===== src/rtl/cmd_rx.sv =====
// SUMP command assembler: gathers UART bytes into opcode + 32-bit argument
// commands and strobes each completed command to the instruction decoder.
module cmd_rx #(
   parameter int unsigned TIMEOUT = 100000
) (
   input  logic        clk_i,
   input  logic        rst_i,
   input  logic        stb_i,
   input  logic [7:0]  data_i,
   output logic        stb_o,
   output logic [7:0]  opc_o,
   output logic [31:0] cmd_o,
   output logic        busy_o,
   output logic        tmo_o
);

   localparam int TW = (TIMEOUT > 0) ? $clog2(TIMEOUT + 1) : 1;
   localparam int unsigned TLIM_I = (TIMEOUT > 0) ? TIMEOUT - 1 : 0;
   localparam logic [TW-1:0] TLIM = TLIM_I[TW-1:0];

   typedef enum logic {IDLE, ARGS} state_t;

   state_t      state, state_nx;
   logic [1:0]  cnt, cnt_nx;
   logic [TW-1:0] timer, timer_nx, timer_inc;
   logic [7:0]  opc_sh, opc_sh_nx;
   logic [31:0] arg_sh, arg_sh_nx;
   logic        done, expire;
   logic [7:0]  done_opc;
   logic [31:0] done_cmd;

   always_comb begin
      state_nx  = state;
      cnt_nx    = cnt;
      timer_nx  = timer;
      opc_sh_nx = opc_sh;
      arg_sh_nx = arg_sh;
      done      = 1'b0;
      expire    = 1'b0;
      done_opc  = opc_sh;
      done_cmd  = arg_sh;
      // saturating increment so the timer never wraps
      timer_inc = (&timer) ? timer : timer + 1'b1;
      unique case (state)
         IDLE: begin
            if (stb_i) begin
               if (data_i[7]) begin
                  state_nx  = ARGS;
                  opc_sh_nx = data_i;
                  arg_sh_nx = '0;
                  cnt_nx    = 2'd0;
                  timer_nx  = '0;
               end else begin
                  done     = 1'b1;
                  done_opc = data_i;
                  done_cmd = '0;
               end
            end
         end
         ARGS: begin
            if (stb_i) begin
               arg_sh_nx[8*cnt +: 8] = data_i;
               cnt_nx   = cnt + 2'd1;
               timer_nx = '0;
               if (cnt == 2'd3) begin
                  done     = 1'b1;
                  done_opc = opc_sh;
                  done_cmd = {data_i, arg_sh[23:0]};
                  state_nx = IDLE;
               end
            end else begin
               timer_nx = timer_inc;
               if (TIMEOUT != 0 && timer_inc >= TLIM) begin
                  expire    = 1'b1;
                  state_nx  = IDLE;
                  timer_nx  = '0;
                  cnt_nx    = 2'd0;
                  opc_sh_nx = '0;
                  arg_sh_nx = '0;
               end
            end
         end
         default: state_nx = IDLE;
      endcase
   end

   always_ff @(posedge clk_i) begin
      if (rst_i) begin
         state  <= IDLE;
         cnt    <= 2'd0;
         timer  <= '0;
         opc_sh <= '0;
         arg_sh <= '0;
         stb_o  <= 1'b0;
         opc_o  <= '0;
         cmd_o  <= '0;
         busy_o <= 1'b0;
         tmo_o  <= 1'b0;
      end else begin
         state  <= state_nx;
         cnt    <= cnt_nx;
         timer  <= timer_nx;
         opc_sh <= opc_sh_nx;
         arg_sh <= arg_sh_nx;
         stb_o  <= done;
         tmo_o  <= expire;
         busy_o <= (state_nx == ARGS);
         if (done) begin
            opc_o <= done_opc;
            cmd_o <= done_cmd;
         end
      end
   end

endmodule


===== config.mk =====
export PLATFORM = sky130hd
export DESIGN_NAME = cmd_rx
export DESIGN_NICKNAME = d
export VERILOG_FILES = /design/src/rtl/cmd_rx.sv
export SDC_FILE = /design/constraint.sdc
export NUM_CORES = 1
export LEC_CHECK = 0
export BUFFER_PORTS_ARGS = -buffer_cell sky130_fd_sc_hd__buf_2
export CAP_MARGIN = 0
export CORE_ASPECT_RATIO = 0.75
export CORE_MARGIN = 2
export CORE_UTILIZATION = 38
export DETAILED_ROUTE_END_ITERATION = 12
export SLEW_MARGIN = 30
export SYNTH_ARGS = -nofsm -noshare
export SYNTH_HDL_FRONTEND = slang
export SYNTH_SLANG_ARGS = --single-unit

===== constraint.sdc =====
create_clock -name clk_i -period 3.75 [get_ports clk_i]
set_clock_uncertainty 0.1 [all_clocks]
set_input_delay 0.375 -clock clk_i [delete_from_list [all_inputs] [get_ports clk_i]]
set_output_delay 0.375 -clock clk_i [all_outputs]
set_load 0.005 [all_outputs]

==> results by group, run 1 <==
Clock network
  • Hold_buf cts: 0
  • CTS root buf: clkbuf_16
  • Resized Gates After CTS: 0
  • Setup bufs post-CTS: 0
  • CTS tree: built
  • Clock sink count: 94
  • Max clock buf depth: 2
  • Worst skew pair latency: between 300 and 400 ps
  • Num CTS Buffers: 9
  • Clock transition at path regs: 70 ps
  • Depth of the CTS H-tree: 3

STA
  • Max-slew violations: 0
  • Slew HR: 52.7%
  • Setup TNS: 0 ps
  • Final hold vios: 0
  • Slew @ Worst Pin: 710 ps
  • RSZ-0062 raised after global routing: false
  • Achievable frequency: between 200 and 300 MHz
  • Setup violations, final: 0
  • Tmin final: 3430 ps
  • Final Cycle Share: 91.4%
  • Worst setup margin: ~320 ps
  • Post-Route Hold Slack: 253 ps

Cells and area
  • Share of cells above drive strength 1: between 20 and 25%
  • Final cell count without fillers: 610
  • Post-layout util: a little under half
  • FILL cells: between 1000 and 1500
  • ANT cells: 0
  • Final net count: 485
  • Layout area overhead: 17.8%

Routing
  • Pre-antenna DRT Iters: 5
  • Met3 wire len: 579 um
  • DRC Markers: 0
  • Routed Antenna Nets: 0
  • Vias per cell: ~5.7
  • DR vias: between 3000 and 4000
  • Met1 wire length: 5610 um
  • Highest metal used: met4
  • Initial DRC Count: 274
  • Wire per inst: around 17 um
  • Detailed Route WL: 10600 um
  • Wire length on met2: between 4000 and 5000 um

Yosys
  • Register area share after synthesis: 46.6%
  • Netlist Area Pre-Place: around 4000 um2
  • Post-Syn Instances: 427
  • Number of synthesized flops with an enable pin: 0
  • FF+latch count, synth: 94
  • Ys flop type: dfxtp_1
  • Avg Cell Area, Syn: ~9.5 um2
  • Yosys warns: 0
  • Post-synth ARST share: 0%
  • Synth cell types: 64
  • Synthesized Nets: between 400 and 500

Hold path
  • Hold Crit Class: input port to register
  • Worst Hold Path Cells: 3

Worst setup path
  • Setup CP Type: register to register
  • CP endpoint kind: register
  • Slowest stage cell, crit path: or4_1
  • Worst reg2reg path depth: 10
  • Worst path max stage delay: 610 ps
  • Crit path buffers/inverters: 1
  • Levels on crit path: 10
  • CP max FO: 8
  • CP Data Required Time: ~3900 ps
  • WP data arrival: 3590 ps
  • CP Cell Sequence: ha_1, nand4_1, or4_1, a311oi_1, o221ai_1, a32oi_2, o21ai_2, buf_4, or3_1, o21ai_1
  • Crit path max-delay family: compound AO/OA/AOI/OAI gates
  • Critical Path Start Type: register

Floorplan
  • # rows: 32
  • Die Y: 93.3 um
  • Initial Util: 39.1%
  • Die width: about 120 um
  • Core area: 10300 um2
  • IO Count: 54
  • Die area: 11500 um2

GRT
  • Vias in the first global route: 3185
  • GRT overflow: 0
  • Gr usage total: 19.5%
  • First-pass GRT wire length: 17300 um
  • Initial antenna violation count: 0
  • Largest net degree at the start of global routing: 23

Power and ir drop
  • Worst vdd ir: a little over 0.0002 V
  • Lkg Pwr: 0.00191 uW
  • P per Cell Area: 453 nW/um2

Placed design
  • Setup slack at placement: 397 ps
  • Gp weighted congestion: 0.941
  • DP Cell Count: 594
  • Port Buffers: 53
  • HPWL after DPL: 7370 um

Flow run
  • Max cap viols: 0

Run status
  • Status: completed
cell usage in the layout, fill, tap and decap left out, types with 6 or more instances in the layout:
cell type,Yosys,final
a311oi_1,8,8
a21oi_1,20,20
a22o_1,54,54
clkbuf_16,0,9
dfxtp_1,94,94
a21o_1,7,7
a31oi_1,6,6
nand2_1,51,51
and4_1,6,6
nand3_1,20,20
inv_1,7,7
and3_1,6,6
nor2_1,20,20
buf_2,9,53
nor3_1,7,7
o21ai_0,8,8
buf_4,3,15
path summary, 6_finish.rpt:
check,slack [ps],start,to
max,320,timer[0],timer[5]
min,250,data_i[3],cmd_o[27]
max reg2reg,320,timer[0],timer[5]
min reg2reg,360,cmd_o[30],cmd_o[30]
worst min-delay path, delay by kind of cell:
kind            cells  cell delay, ps
buf+inv             1             150
simple gates        1              70
compound gates      1              50
Yosys cell counts (5+ instances only):
cell      instances  share of area (%)
nor3_1            7               0.87
inv_1             7               0.65
nand2_1          51                4.7
ha_1              5                1.5
nor2_1           20                1.9
a21o_1            7                1.3
a22o_1           54                 12
clkbuf_1         23                2.1
a31oi_1           6               0.93
dfxtp_1          94                 47
a21oi_1          20                2.5
and3_1            6               0.93
a311oi_1          8                1.7
buf_2             9                1.1
o21ai_0           8               0.99
nand3_1          20                2.5
and4_1            6                1.3
area by class of cell:
type	instances	area, um2	share of cell area, %
clock buffers	11	253	5.31
repair buffers	68	378	7.94
well taps	136	170	3.58
flip-flops and latches	94	1880	39.5
clock inverters	5	87.6	1.84
multi-input cells	289	1960	41.2
inverters	7	26.3	0.552
state kept, by name, indices dropped and copies added (netlist names):
register	count
timer	17
state	1
cmd_o	32
opc_sh	8
tmo_o	1
opc_o	8
stb_o	1
arg_sh	24
cnt	2
per-layer routing:
| metal | vias to the layer above | track usage [%] |
|---|---|---|
| li1 | 1693 | - |
| met1 | 1655 | 30.4 |
| met2 | 96 | 26.1 |
| met3 | 11 | 4.57 |
| met4 | 0 | 5.30 |
| met5 | - | 0 |
kinds of logic after synthesis:
group,count (synthesis),synth area share (%)
flops,94,46.6
compound gates,138,27.3
xor+xnor,2,0.434
fa+ha+maj,5,1.55
mux,2,0.527
simple gates,142,18.8
buf+inv,44,4.83
metrics by stage:
step                      power (uW)  instance area, um2
after floorplan                 1110                4040
after global placement          1150                4420
after detailed placement        1150                4420
after CTS                       2170                4760
after global routing            2230                4760
final                           2150                4760
power breakdown:
group | internal, uW | switching (uW) | leakage (uW)
Sequential | 1010 | 11.8 | 0.000760
Combinational | 33.6 | 73.5 | 0.000989
Clock | 628 | 394 | 0.000164
(Power assumes the default switching activity.)
==> run 2: changes to the inputs <==
--- a/config.mk
+++ b/config.mk
@@ -5,6 +5,7 @@
 export SDC_FILE = /design/constraint.sdc
 export NUM_CORES = 1
 export LEC_CHECK = 0
+export ABC_AREA = 1
 export BUFFER_PORTS_ARGS = -buffer_cell sky130_fd_sc_hd__buf_2
 export CAP_MARGIN = 0
 export CORE_ASPECT_RATIO = 0.75
==> results by group, run 2 <==
Run status
  • Status: completed

STA
  • Final Cycle Share: 75.1%
  • Tmin final: between 2000 and 3000 ps
  • Worst setup margin: 934 ps
  • Setup TNS: 0 ps
  • Achievable frequency: 355 MHz
  • Slew @ Worst Pin: 771 ps
  • Final hold vios: 0
  • Max-slew violations: 0
  • Setup violations, final: 0
  • Slew HR: between 40% and 50%
  • RSZ-0062 raised after global routing: false

Hold path
  • Worst Hold Path Cells: 2
  • Hold Crit Class: input port to register

Worst setup path
  • CP max FO: 35
  • Critical Path Start Type: register
  • Worst path max stage delay: 410 ps
  • Crit path buffers/inverters: 0
  • Setup CP Type: register to register
  • CP Data Required Time: 3890 ps
  • Crit path max-delay family: simple AND/OR/NAND/NOR gates
  • Worst reg2reg path depth: 14
  • CP Cell Sequence: ha_1, nand2_2, nor2_4, nand2_2, nor2_4, nand2_2, nand3_1, nor2_1, nand2_1, nand3_1, nand3_4, nand3_2, nor2_1, nor2_1
  • WP data arrival: 2950 ps
  • CP endpoint kind: register
  • Levels on crit path: 14
  • R2R Setup Slk: 930 ps
  • Slowest stage cell, crit path: dfxtp_1

Power and ir drop
  • P per Cell Area: 418 nW/um2
  • Lkg Pwr: 0.00236 uW
  • Worst vdd ir: about 0.00024 V
  • Final Total Pwr: 2220 uW

Cells and area
  • Largest regs: cmd_o (32), arg_sh (24), timer (17)
  • Final net count: 735
  • Most frequent cells in the layout: 142 x nand2_1, 96 x inv_1, 94 x dfxtp_1
  • Final cell count without fillers: about 890
  • Share of cells above drive strength 1: ~14%
  • ANT cells: 0
  • Max FFs per register: 32
  • Most common cell after layout, fill and taps aside: nand2_1
  • Most flop-heavy register: cmd_o
  • Layout area overhead: 14.1%
  • FILL cells: 1219

Clock network
  • Worst skew pair latency: 350 ps
  • Depth of the CTS H-tree: 3
  • Clock transition at path regs: 70 ps
  • Resized Gates After CTS: 0
  • CTS root buf: clkbuf_16
  • Clock sink count: 94
  • CTS tree: built
  • Hold_buf cts: 0
  • Max clock buf depth: 2
  • Setup bufs post-CTS: 0
  • Num CTS Buffers: 9

Yosys
  • Top cell type's share of synthesized area: 40.5%
  • Post-Syn Instances: 681
  • Synth area leaders: dfxtp_1 40%, nand2_1 11%, inv_1 7.8%
  • Number of synthesized flops with an enable pin: 0
  • Netlist Area Pre-Place: 4650 um2
  • FF+latch count, synth: 94
  • Ys flop type: dfxtp_1
  • Top-count cell post-synth: nand2_1
  • Yosys warns: 0
  • Synth area leader: dfxtp_1
  • Top cells by count, synth: 142 x nand2_1, 96 x inv_1, 94 x dfxtp_1
  • Register area share after synthesis: 40.5%
  • Synth cell types: 34
  • Avg Cell Area, Syn: 6.83 um2
  • Synthesized Nets: 697
  • Post-synth ARST share: 0%

Routing
  • Vias per cell: between 4 and 5
  • Detailed Route WL: 11600 um
  • Pre-antenna DRT Iters: 5
  • Wire per inst: between 10 and 15 um
  • DR vias: 4384
  • DRC Markers: 0
  • Initial DRC Count: 222
  • Met3 wire len: 702 um
  • Routed Antenna Nets: 0
  • Met1 wire length: 6100 um
  • Wire length on met2: ~4600 um
  • Highest metal used: met4

Flow run
  • Max cap viols: 0

Floorplan
  • Die area: 13100 um2
  • Core area: ~12000 um2
  • Initial Util: approximately 39%
  • IO Count: 54
  • # rows: 34
  • Die Y: roughly 100 um
  • Die width: 132 um

Placed design
  • DP Cell Count: 870
  • Port Buffers: 53
  • Gp weighted congestion: 0.911
  • HPWL after DPL: 8280 um
  • Setup slack at placement: 962 ps

GRT
  • Initial antenna violation count: 0
  • GRT overflow: 0
  • Vias in the first global route: just under 4000
  • First-pass GRT wire length: 19400 um
  • Gr usage total: 18.1%
  • Largest net degree at the start of global routing: 63
-- run 2: cell count changes after synthesis, sizes merged, moves of 12 or more --
cell,previous run,this run
a22o,54,0
a21oi,21,33
nand3,20,70
o31ai,6,22
nand4,7,30
nand2,52,149
nor2,20,92
inv,7,99
-- run 2: metrics by stage --
| stage | area (um2) | hold WS [ps] | util [%] |
|---|---|---|---|
| after floorplan | 4650 | 341 | - |
| after global placement | 5030 | 350 | 42.7 |
| after detailed placement | 5030 | 351 | 42.7 |
| after CTS | 5300 | 177 | 45.0 |
| after global routing | 5300 | 193 | 45.0 |
| final | 5300 | 190 | 45.0 |
-- run 2: cells by family after synthesis --
kind of cell | synth area share (%)
AO/OA/AOI/OAI | 11.3
XOR/XNOR | 0.377
adder cells (fa/ha/maj) | 1.35
buffers and inverters | 11.0
flip-flops | 40.5
AND/OR/NAND/NOR | 35.5
-- run 2: final cells by class --
| type | instances | area (um2) | area share (%) |
|---|---|---|---|
| clock buffer | 10 | 229 | 4.32 |
| clock inverter | 6 | 47.5 | 0.896 |
| inverter | 100 | 375 | 7.08 |
| multi-input combinational | 455 | 2260 | 42.6 |
| sequential | 94 | 1880 | 35.5 |
| tap | 162 | 203 | 3.82 |
| timing repair buffer | 59 | 310 | 5.85 |
-- run 2: final timing paths --
path,start,endpoint
max reg2reg,timer[0],arg_sh[0]
max,timer[0],arg_sh[0]
min,stb_i,tmo_o
min reg2reg,cmd_o[22],cmd_o[22]
-- run 2: where the power goes --
group / total (uW) / switching (uW) / internal (uW)
combinational: 283 / 194 / 89.3
clock: 858 / 403 / 454
sequential: 1070 / 23.9 / 1050
-- run 2: per-layer routing --
| metal | global-route usage, % | up-vias |
|---|---|---|
| met5 | 0 | - |
| met4 | 5.52 | 0 |
| met3 | 4.39 | 16 |
| met2 | 26.7 | 129 |
| met1 | 26.3 | 1959 |
| li1 | - | 2280 |
